**config.mk**
```make
export PLATFORM = sky130hd
export DESIGN_NAME = tile_rmw_ctrl
export DESIGN_NICKNAME = d
export VERILOG_FILES = /design/src/rtl/tile_rmw_ctrl.sv
export SDC_FILE = /design/constraint.sdc
export NUM_CORES = 1
export LEC_CHECK = 0
export ABC_AREA = 1
export CAP_MARGIN = 20
export CELL_PAD_IN_SITES_DETAIL_PLACEMENT = 1
export CELL_PAD_IN_SITES_GLOBAL_PLACEMENT = 1
export CORE_ASPECT_RATIO = 0.5
export CORE_UTILIZATION = 35
export CTS_CLUSTER_SIZE = 20
export DETAILED_ROUTE_END_ITERATION = 7
export PLACE_DENSITY = 0.89
export REMOVE_ABC_BUFFERS = 1
export SYNTH_ARGS = -nofsm -noshare
export SYNTH_HDL_FRONTEND = slang
export SYNTH_SLANG_ARGS = --single-unit
```
**constraint.sdc**
```tcl
create_clock -name clk -period 2.4 [get_ports clk]
set_input_delay 0.36 -clock clk [delete_from_list [all_inputs] [get_ports clk]]
set_output_delay 0.36 -clock clk [all_outputs]
set_load 0.01 [all_outputs]
```
**src/rtl/tile_rmw_ctrl.sv**
```systemverilog
// Per-frame tile read-modify-write sequencer: pixel->tile address, map RAM read, update-stage writeback, BCD score, dot count.
// Optional build macro TICK_OVERRUN_EN: sticky flag for a tick that arrives while a sequence is in flight.
module tile_rmw_ctrl #(
  parameter int TILE_W         = 40,
  parameter int TILE_H         = 40,
  parameter int MAP_COLS       = 16,
  parameter int MAP_ROWS       = 12,
  parameter int ADDR_W         = 8,
  parameter int X_ORIGIN       = 0,
  parameter int Y_ORIGIN       = 0,
  parameter int DOT_TOTAL      = 150,
  parameter int DOT_EATEN_CODE = 34
) (
  input  logic              clk,
  input  logic              rst,
  input  logic              tick,
  input  logic [9:0]        xpos,
  input  logic [8:0]        ypos,
  output logic              busy,
  output logic              done,
  output logic [ADDR_W-1:0] map_addr,
  input  logic [5:0]        map_rdata,
  output logic [5:0]        map_wdata,
  output logic              map_we,
  output logic [5:0]        blk_in,
  output logic [9:0]        rel_xpos,
  output logic [8:0]        rel_ypos,
  input  logic [5:0]        blk_out,
  input  logic              blk_we,
  input  logic              blk_point,
  output logic [15:0]       score_bcd,
  output logic              score_ovf,
  output logic [7:0]        dots_left,
  output logic              level_clear,
  output logic              tick_overrun
);
  typedef enum logic [2:0] {S_IDLE, S_DIV, S_READ, S_EVAL, S_APPLY, S_SKIP} state_t;

  localparam logic [9:0] LP_TW    = 10'(TILE_W);
  localparam logic [8:0] LP_TH    = 9'(TILE_H);
  localparam logic [7:0] LP_COLS  = 8'(MAP_COLS);
  localparam logic [7:0] LP_ROWS  = 8'(MAP_ROWS);
  localparam logic [7:0] LP_DOTS  = 8'(DOT_TOTAL);
  localparam logic [5:0] LP_EATEN = 6'(DOT_EATEN_CODE);

  state_t            r_state, w_next;
  logic [9:0]        r_rem_x;
  logic [8:0]        r_rem_y;
  logic [7:0]        r_col, r_row;
  logic [ADDR_W-1:0] r_map_addr;
  logic [5:0]        r_blk_in;
  logic [9:0]        r_rel_x;
  logic [8:0]        r_rel_y;
  logic [15:0]       r_score;
  logic              r_ovf;
  logic [7:0]        r_dots;

  // Extra MSB on the origin subtraction doubles as the "left of / above playfield" flag.
  logic [10:0] w_dx;
  logic [9:0]  w_dy;
  logic        w_off, w_x_ge, w_y_ge, w_oob, w_apply, w_point, w_eat;
  logic [15:0] w_lin;
  logic [15:0] w_score_inc;
  logic        w_wrap;

  assign w_dx    = {1'b0, xpos} - 11'(X_ORIGIN);
  assign w_dy    = {1'b0, ypos} - 10'(Y_ORIGIN);
  assign w_off   = w_dx[10] | w_dy[9];
  assign w_x_ge  = (r_rem_x >= LP_TW);
  assign w_y_ge  = (r_rem_y >= LP_TH);
  assign w_oob   = (r_col == LP_COLS) | (r_row == LP_ROWS);
  assign w_lin   = 16'(r_row) * 16'(MAP_COLS) + 16'(r_col);
  assign w_apply = (r_state == S_APPLY) & ~rst;
  assign w_point = w_apply & blk_point;
  assign w_eat   = w_point & (blk_out == LP_EATEN) & (r_dots != 8'd0);

  always_comb begin
    w_wrap      = 1'b1;
    w_score_inc = r_score;
    for (int i = 0; i < 4; i++) begin
      if (w_wrap) begin
        if (r_score[4*i +: 4] == 4'd9) begin
          w_score_inc[4*i +: 4] = 4'd0;
        end else begin
          w_score_inc[4*i +: 4] = r_score[4*i +: 4] + 4'd1;
          w_wrap                = 1'b0;
        end
      end
    end
  end

  always_ff @(posedge clk) begin
    if (rst) r_state <= S_IDLE;
    else     r_state <= w_next;
  end

  always_comb begin
    w_next    = r_state;
    busy      = (r_state != S_IDLE);
    done      = 1'b0;
    map_we    = 1'b0;
    map_wdata = 6'd0;
    case (r_state)
      S_IDLE:  if (tick) w_next = w_off ? S_SKIP : S_DIV;
      S_DIV: begin
        if (w_oob)                    w_next = S_SKIP;
        else if (!w_x_ge && !w_y_ge)  w_next = S_READ;
      end
      S_READ:  w_next = S_EVAL;
      S_EVAL:  w_next = S_APPLY;
      S_APPLY: begin
        done      = ~rst;
        map_we    = blk_we & ~rst;
        map_wdata = rst ? 6'd0 : blk_out;
        w_next    = S_IDLE;
      end
      S_SKIP: begin
        done   = ~rst;
        w_next = S_IDLE;
      end
      default: w_next = S_IDLE;
    endcase
  end

  always_ff @(posedge clk) begin
    if (rst) begin
      r_rem_x    <= '0;
      r_rem_y    <= '0;
      r_col      <= '0;
      r_row      <= '0;
      r_map_addr <= '0;
      r_blk_in   <= '0;
      r_rel_x    <= '0;
      r_rel_y    <= '0;
      r_score    <= '0;
      r_ovf      <= 1'b0;
      r_dots     <= LP_DOTS;
    end else begin
      case (r_state)
        S_IDLE: if (tick) begin
          r_rel_x <= w_dx[9:0];
          r_rel_y <= w_dy[8:0];
          r_rem_x <= w_dx[9:0];
          r_rem_y <= w_dy[8:0];
          r_col   <= '0;
          r_row   <= '0;
        end
        S_DIV: begin
          // Repeated subtraction: one tile step per axis per cycle.
          if (w_x_ge) begin
            r_rem_x <= r_rem_x - LP_TW;
            r_col   <= r_col + 8'd1;
          end
          if (w_y_ge) begin
            r_rem_y <= r_rem_y - LP_TH;
            r_row   <= r_row + 8'd1;
          end
          if (!w_oob && !w_x_ge && !w_y_ge) r_map_addr <= ADDR_W'(w_lin);
        end
        S_EVAL:  r_blk_in <= map_rdata;
        default: ;
      endcase
      if (w_point) begin
        r_score <= w_score_inc;
        if (w_wrap) r_ovf <= 1'b1;
      end
      if (w_eat) r_dots <= r_dots - 8'd1;
    end
  end

  assign map_addr    = r_map_addr;
  assign blk_in      = r_blk_in;
  assign rel_xpos    = r_rel_x;
  assign rel_ypos    = r_rel_y;
  assign score_bcd   = r_score;
  assign score_ovf   = r_ovf;
  assign dots_left   = r_dots;
  assign level_clear = w_eat & (r_dots == 8'd1);

`ifdef TICK_OVERRUN_EN
  logic r_tick_ovr;
  always_ff @(posedge clk) begin
    if (rst)                          r_tick_ovr <= 1'b0;
    else if (tick && busy)            r_tick_ovr <= 1'b1;
  end
  assign tick_overrun = r_tick_ovr;
`else
  assign tick_overrun = 1'b0;
`endif

endmodule

```
# ---- After elaboration in Yosys (flattened, before gate mapping)
# Cells that the tools add are included.
dict set report totals {
  register_bits 96
  inputBits 36
  output_inout_bits 69
}
dict set report op_classes {
  addsub 10
  order_cmp 2
  n_eq_ne 17
  mux 30
  bitwise 8
  reduce_logical 20
}
# cell n
set ops {}
lappend ops {{one-hot mux 8 bit (2 select lines)} 2}
lappend ops {{two-way mux 8 bit} 3}
lappend ops {{two-way mux 10 bit} 2}
lappend ops {{one-hot mux 10 bit (2 select lines)} 1}
lappend ops {{two-way mux 9 bit} 2}
lappend ops {{one-hot mux 9 bit (2 select lines)} 1}
lappend ops {{adder 4 x 1 -> 4 bit, second input constant} 4}
lappend ops {{adder 8 x 1 -> 8 bit, second input constant} 2}
lappend ops {{equality test 4 bit, second input constant} 4}
lappend ops {{two-way mux 4 bit} 4}
lappend ops {{AND reduction 2 bit} 7}
lappend ops {{two-way mux 6 bit} 2}
lappend ops {{one-hot mux 3 bit (4 select lines)} 1}
lappend ops {{greater-or-equal comparator 10 x 6 -> 1 bit, second input constant} 1}
lappend ops {{subtractor 10 x 6 -> 10 bit, second input constant} 1}
lappend ops {{greater-or-equal comparator 9 x 6 -> 1 bit, second input constant} 1}
lappend ops {{two-way mux 1 bit} 9}
lappend ops {{two-way mux 3 bit} 3}
lappend ops {{subtractor 9 x 6 -> 9 bit, second input constant} 1}
lappend ops {{adder 8 bit} 1}
lappend ops {{equality test 8 x 1 -> 1 bit, second input constant} 1}
lappend ops {{equality test 8 x 4 -> 1 bit, second input constant} 1}
lappend ops {{equality test 8 x 5 -> 1 bit, second input constant} 1}
lappend ops {{nonzero test 8 bit} 1}
lappend ops {{other kinds (17)} 31}

# ---- Logic depth before layout (Yosys ltp)
dict set report logic_depth {
  word_depth 6
  depth_mapped 12
  depth_no_buf 12
}

# ---- Worst setup path before layout
# No wires, ideal clock.
dict set report synth_path {
  path_kind {flip-flop to output port}
  start {reg r_dots[0], in the netlist dots_left[0]}
  end {out level_clear}
  arrival_ps 1201
  setup_slack_ps 839
  path_stages_with_launch 6
  path_buffers 0
  path_cell_list {dfxtp_1 > inv_1 > ha_1 > nand4_1 > nand3_1 > nor2_1}
}
dict set report synth_via {
  elab_chain_cells 3
}
# item line_no
set synth_rtl {}
lappend synth_rtl {{start, declared} 56} ;# logic [7:0] r_dots;
lappend synth_rtl {{start signal, assigned} 167} ;# if (w_eat) r_dots <= r_dots - 8'd1;
lappend synth_rtl {{nonzero test 8 bit} 75} ;# assign w_eat = w_point & (blk_out == LP_EATEN) & (r_dots != 8'd0);
lappend synth_rtl {{AND 1 bit} 75}
lappend synth_rtl {{AND 1 bit (*)} 178} ;# assign level_clear = w_eat & (r_dots == 8'd1);
lappend synth_rtl {{end, declared} 34} ;# output logic level_clear,
# Mark *: on every way between the ends. The rest lies on a longest branch, timed or not.

# ---- Worst setup path after layout
# Same ends and word-level chain as after synthesis.

==> metrics.md <==
| Metric | Value |
|---|---|
| Outcome | `completed` |
| Initial Util | `36.3%` |
| Die height | `86.3 µm` |
| Top Ports | `105` |
| # rows | `30` |
| Fillers | `1789` |
| Clk_skew | `9.17 ps` |
| Slew Limit Headroom | `66.2%` |
| Clock power frac | `34.1%` |
| Clk root buf | `clkbuf_16` |
| Crit path max fanout | `6` |
| VDD IR max | `0.348 mV` |
| CTS Hold Buffers Added | `0` |
| RSZ-0062 raised after global routing | `false` |
| Clock transition at path regs | `70 ps` |
| Flop pwr share | `39.0%` |
| H-tree level count | `3` |
| Final period utilization | `94.9%` |
| P_leak | `2.68 nW` |
| DR vias | `5062` |
| Initial antenna violation count | `0` |
| Required time of the critical path | `2040 ps` |
| Mean post-synth cell area | `6.60 µm²` |
| Fin. max-slew vios | `0` |
| Endpoints failing hold | `0` |
| Worst-path cell chain | `inv_1, ha_2, nand4_1, nand3_1, nor2_1, clkdlybuf4s50_1` |
| Switch share | `33.0%` |
| Synth area leaders | `dfxtp_1, nand2_1, nor2_1, nand3_1, inv_1` |
| Crit path max-delay cell type | `clkdlybuf4s50_1` |
| EDFF count, synth | `0` |
| Post-Synthesis Cells | `753` |
| Synth Flop Type | `dfxtp_1` |
| CP Class | `reg -> out` |
| CTS Buffer Depth | `2` |
| Synth area leader | `dfxtp_1` |
| Min Tclk post-route | `2280 ps` |
| CTS Buf Count | `9` |
| Max Cap Viol | `0` |
| TritonRoute pass-1 iters | `4` |
| Die span in x | `170 µm` |
| Vias in the first global route | `5107` |
| FFs w/ async S/R, synth | `0%` |
| HPWL after detailed placement | `10900 µm` |
| Largest net degree at the start of global routing | `37` |
| Vias per cell | `4.82` |
| Grt total ovfl | `0` |
| Synthesis Warnings | `0` |
| First-pass GRT wire length | `24500 µm` |
| TNS Setup | `0 ps` |
| Non-filler instance count after layout | `1051` |
| HP Class | `reg -> reg` |
| Multi-input logic area | `2650 µm²` |
| Die area | `14700 µm²` |
| Register area | `1860 µm²` |
| Final nets | `902` |
| Pwr Total | `4.64 mW` |
| Synthesized flop and latch total | `93` |
| Internal | `3.11 mW` |
| Post-synthesis sequential area ratio | `37.5%` |
| Crit path DAT | `1920 ps` |
| Synth top area share | `37.5%` |
| CTS tree | `yes` |
| N_diodes | `0` |
| Placed instance count | `1034` |
| Initial DRC count | `231` |
| Area delta synth->final | `30.9%` |
| Worst Tran Pin Value | `504 ps` |
| Combinational group share of total power | `26.9%` |
| Core area | `13700 µm²` |
| Post-synth cell types | `40` |
| Pwr/cell area | `713 nW/µm²` |
| Post-Place Setup Slack | `145 ps` |
| Final ANT Viol Nets | `0` |
| Layout cells sized above 1 | `7.45%` |
| DR WL/cell | `13.9 µm` |
| Worst Setup Slack, final | `122 ps` |
| Clk_lat worst skew | `340 ps` |
| Peak Freq | `439 MHz` |
| # setup viols final | `0` |
| Sink Count | `93` |
| Netlist Area Pre-Place | `4970 µm²` |
| RePlAce Congestion | `0.831` |
| GRT Overall Usage | `20.8%` |
| DR DRC count | `0` |
| Max incr delay on CP | `540 ps` |
| Startpoint types | `flop` |
| Setup crit end kind | `primary output` |
| Drt total wl | `14600 µm` |
| Switching pwr | `1.53 mW` |
| Number of port buffers | `103` |
## timing repair
action / CTS / global route
setup endpoints to repair: 1 / 1
gates resized for setup: 0 / 2
setup buffers: 1 / 0
pin swaps: 1 / 0
## worst max-delay path, delay by kind of cell (launching register included)
family	cells	cell delay [ps]
buf+inv	2	670
fa+ha+maj	1	240
simple gates	3	310
flops	1	380
## area by class of cell
cell class	count	share of cell area, %
Clock inverter	6	1.33
Tap cell	192	3.69
Clock buffer	10	3.67
Sequential cell	93	28.6
Multi-Input combinational cell	553	40.8
Inverter	83	4.87
Timing Repair Buffer	114	17.0
## cells in the final DEF, fill, tap and decap left out, types with 2 or more instances in the layout
cell type          n
clkdlybuf4s50_1  102
o22ai_1            2
nor2_1           142
inv_4              2
nor2_4             6
nand2_2            3
bufinv_16          2
clkinv_2           2
nand3b_1           4
nor3_1             4
nand4_1            8
clkbuf_16          9
nand3_1           62
nor2_2             4
ha_1              10
a21oi_1           44
o21ai_1            5
dfxtp_1           93
o21ai_0           36
buf_4             11
xnor2_1            7
nand3_2            2
inv_1             75
a21oi_2            2
inv_2              5
xor2_1             3
o211ai_2           2
nand2_4            3
or2_2              2
nand2_1          191
## kinds of logic (layout without fill, tap and decap cells)
kind of cell	count (synthesis)	in the layout	share of synthesized area (%)
buf+inv	107	213	9.17
simple gates	437	437	38.4
fa+ha+maj	12	12	3.17
other cells	1	1	0.0755
compound gates	93	93	9.95
xor+xnor	10	10	1.76
flops	93	93	37.5
## routing by layer
layer | part of all wire [%] | vias up | track usage (%)
met1 | 47 | 2380 | 25.5
met5 | 0 | - | 0
met2 | 48 | 91 | 37.8
met4 | 1.3 | 0 | 5.00
met3 | 3.5 | 17 | 4.20
li1 | - | 2574 | -
## synthesized netlist by cell type, drive strengths merged (2+ instances only)
master / number
dfxtp: 93
o21ai: 41
o211ai: 2
o22ai: 2
or2: 2
nor2: 152
nand4: 9
buf: 16
clkbuf: 8
nand3: 65
xnor2: 7
a21oi: 46
nand2: 197
inv: 83
nor3: 6
xor2: 3
ha: 11
nand3b: 4
## per-stage QoR
step / utilization [%] / hold slack, ps / instance area, µm²
floorplan: - / 422 / 4830
global placement: 45.0 / 449 / 6170
detailed placement: 45.0 / 457 / 6170
CTS: 47.5 / 468 / 6500
global route: 47.5 / 486 / 6510
finish: 47.5 / 465 / 6510
## power by group through the flow
stage          Combinational, mW  Clock, mW  Sequential, mW
2_1_floorplan              0.744          0            1.85
3_3_place_gp                1.20          0            1.83
3_5_place_dp                1.25          0            1.84
4_1_cts                     1.27       1.62            1.81
5_1_grt                     1.42       1.69            1.83
6_report                    1.25       1.58            1.81
## worst paths after layout
kind | startpoint | endpoint | slack, ps | cells past startpoint
hold reg to reg | rel_xpos[2] | rel_xpos[2] | 470 | 2
setup / recovery | dots_left[0] | level_clear | 120 | 6
hold / removal | rel_xpos[2] | rel_xpos[2] | 470 | 2
setup reg to reg | r_row[0] | map_addr[1] | 450 | 10
## sequential cells by signal, indices dropped and copies added, names as in the netlist
| name | cells |
|---|---|
| rel_xpos | 10 |
| r_row | 8 |
| blk_in | 6 |
| dots_left | 8 |
| r_rem_x | 7 |
| score_ovf | 1 |
| map_addr | 8 |
| rel_ypos | 9 |
| r_rem_y | 9 |
| r_col | 8 |
| r_state | 3 |
| score_bcd | 16 |
Note: power is estimated with default switching activity, not from simulation.
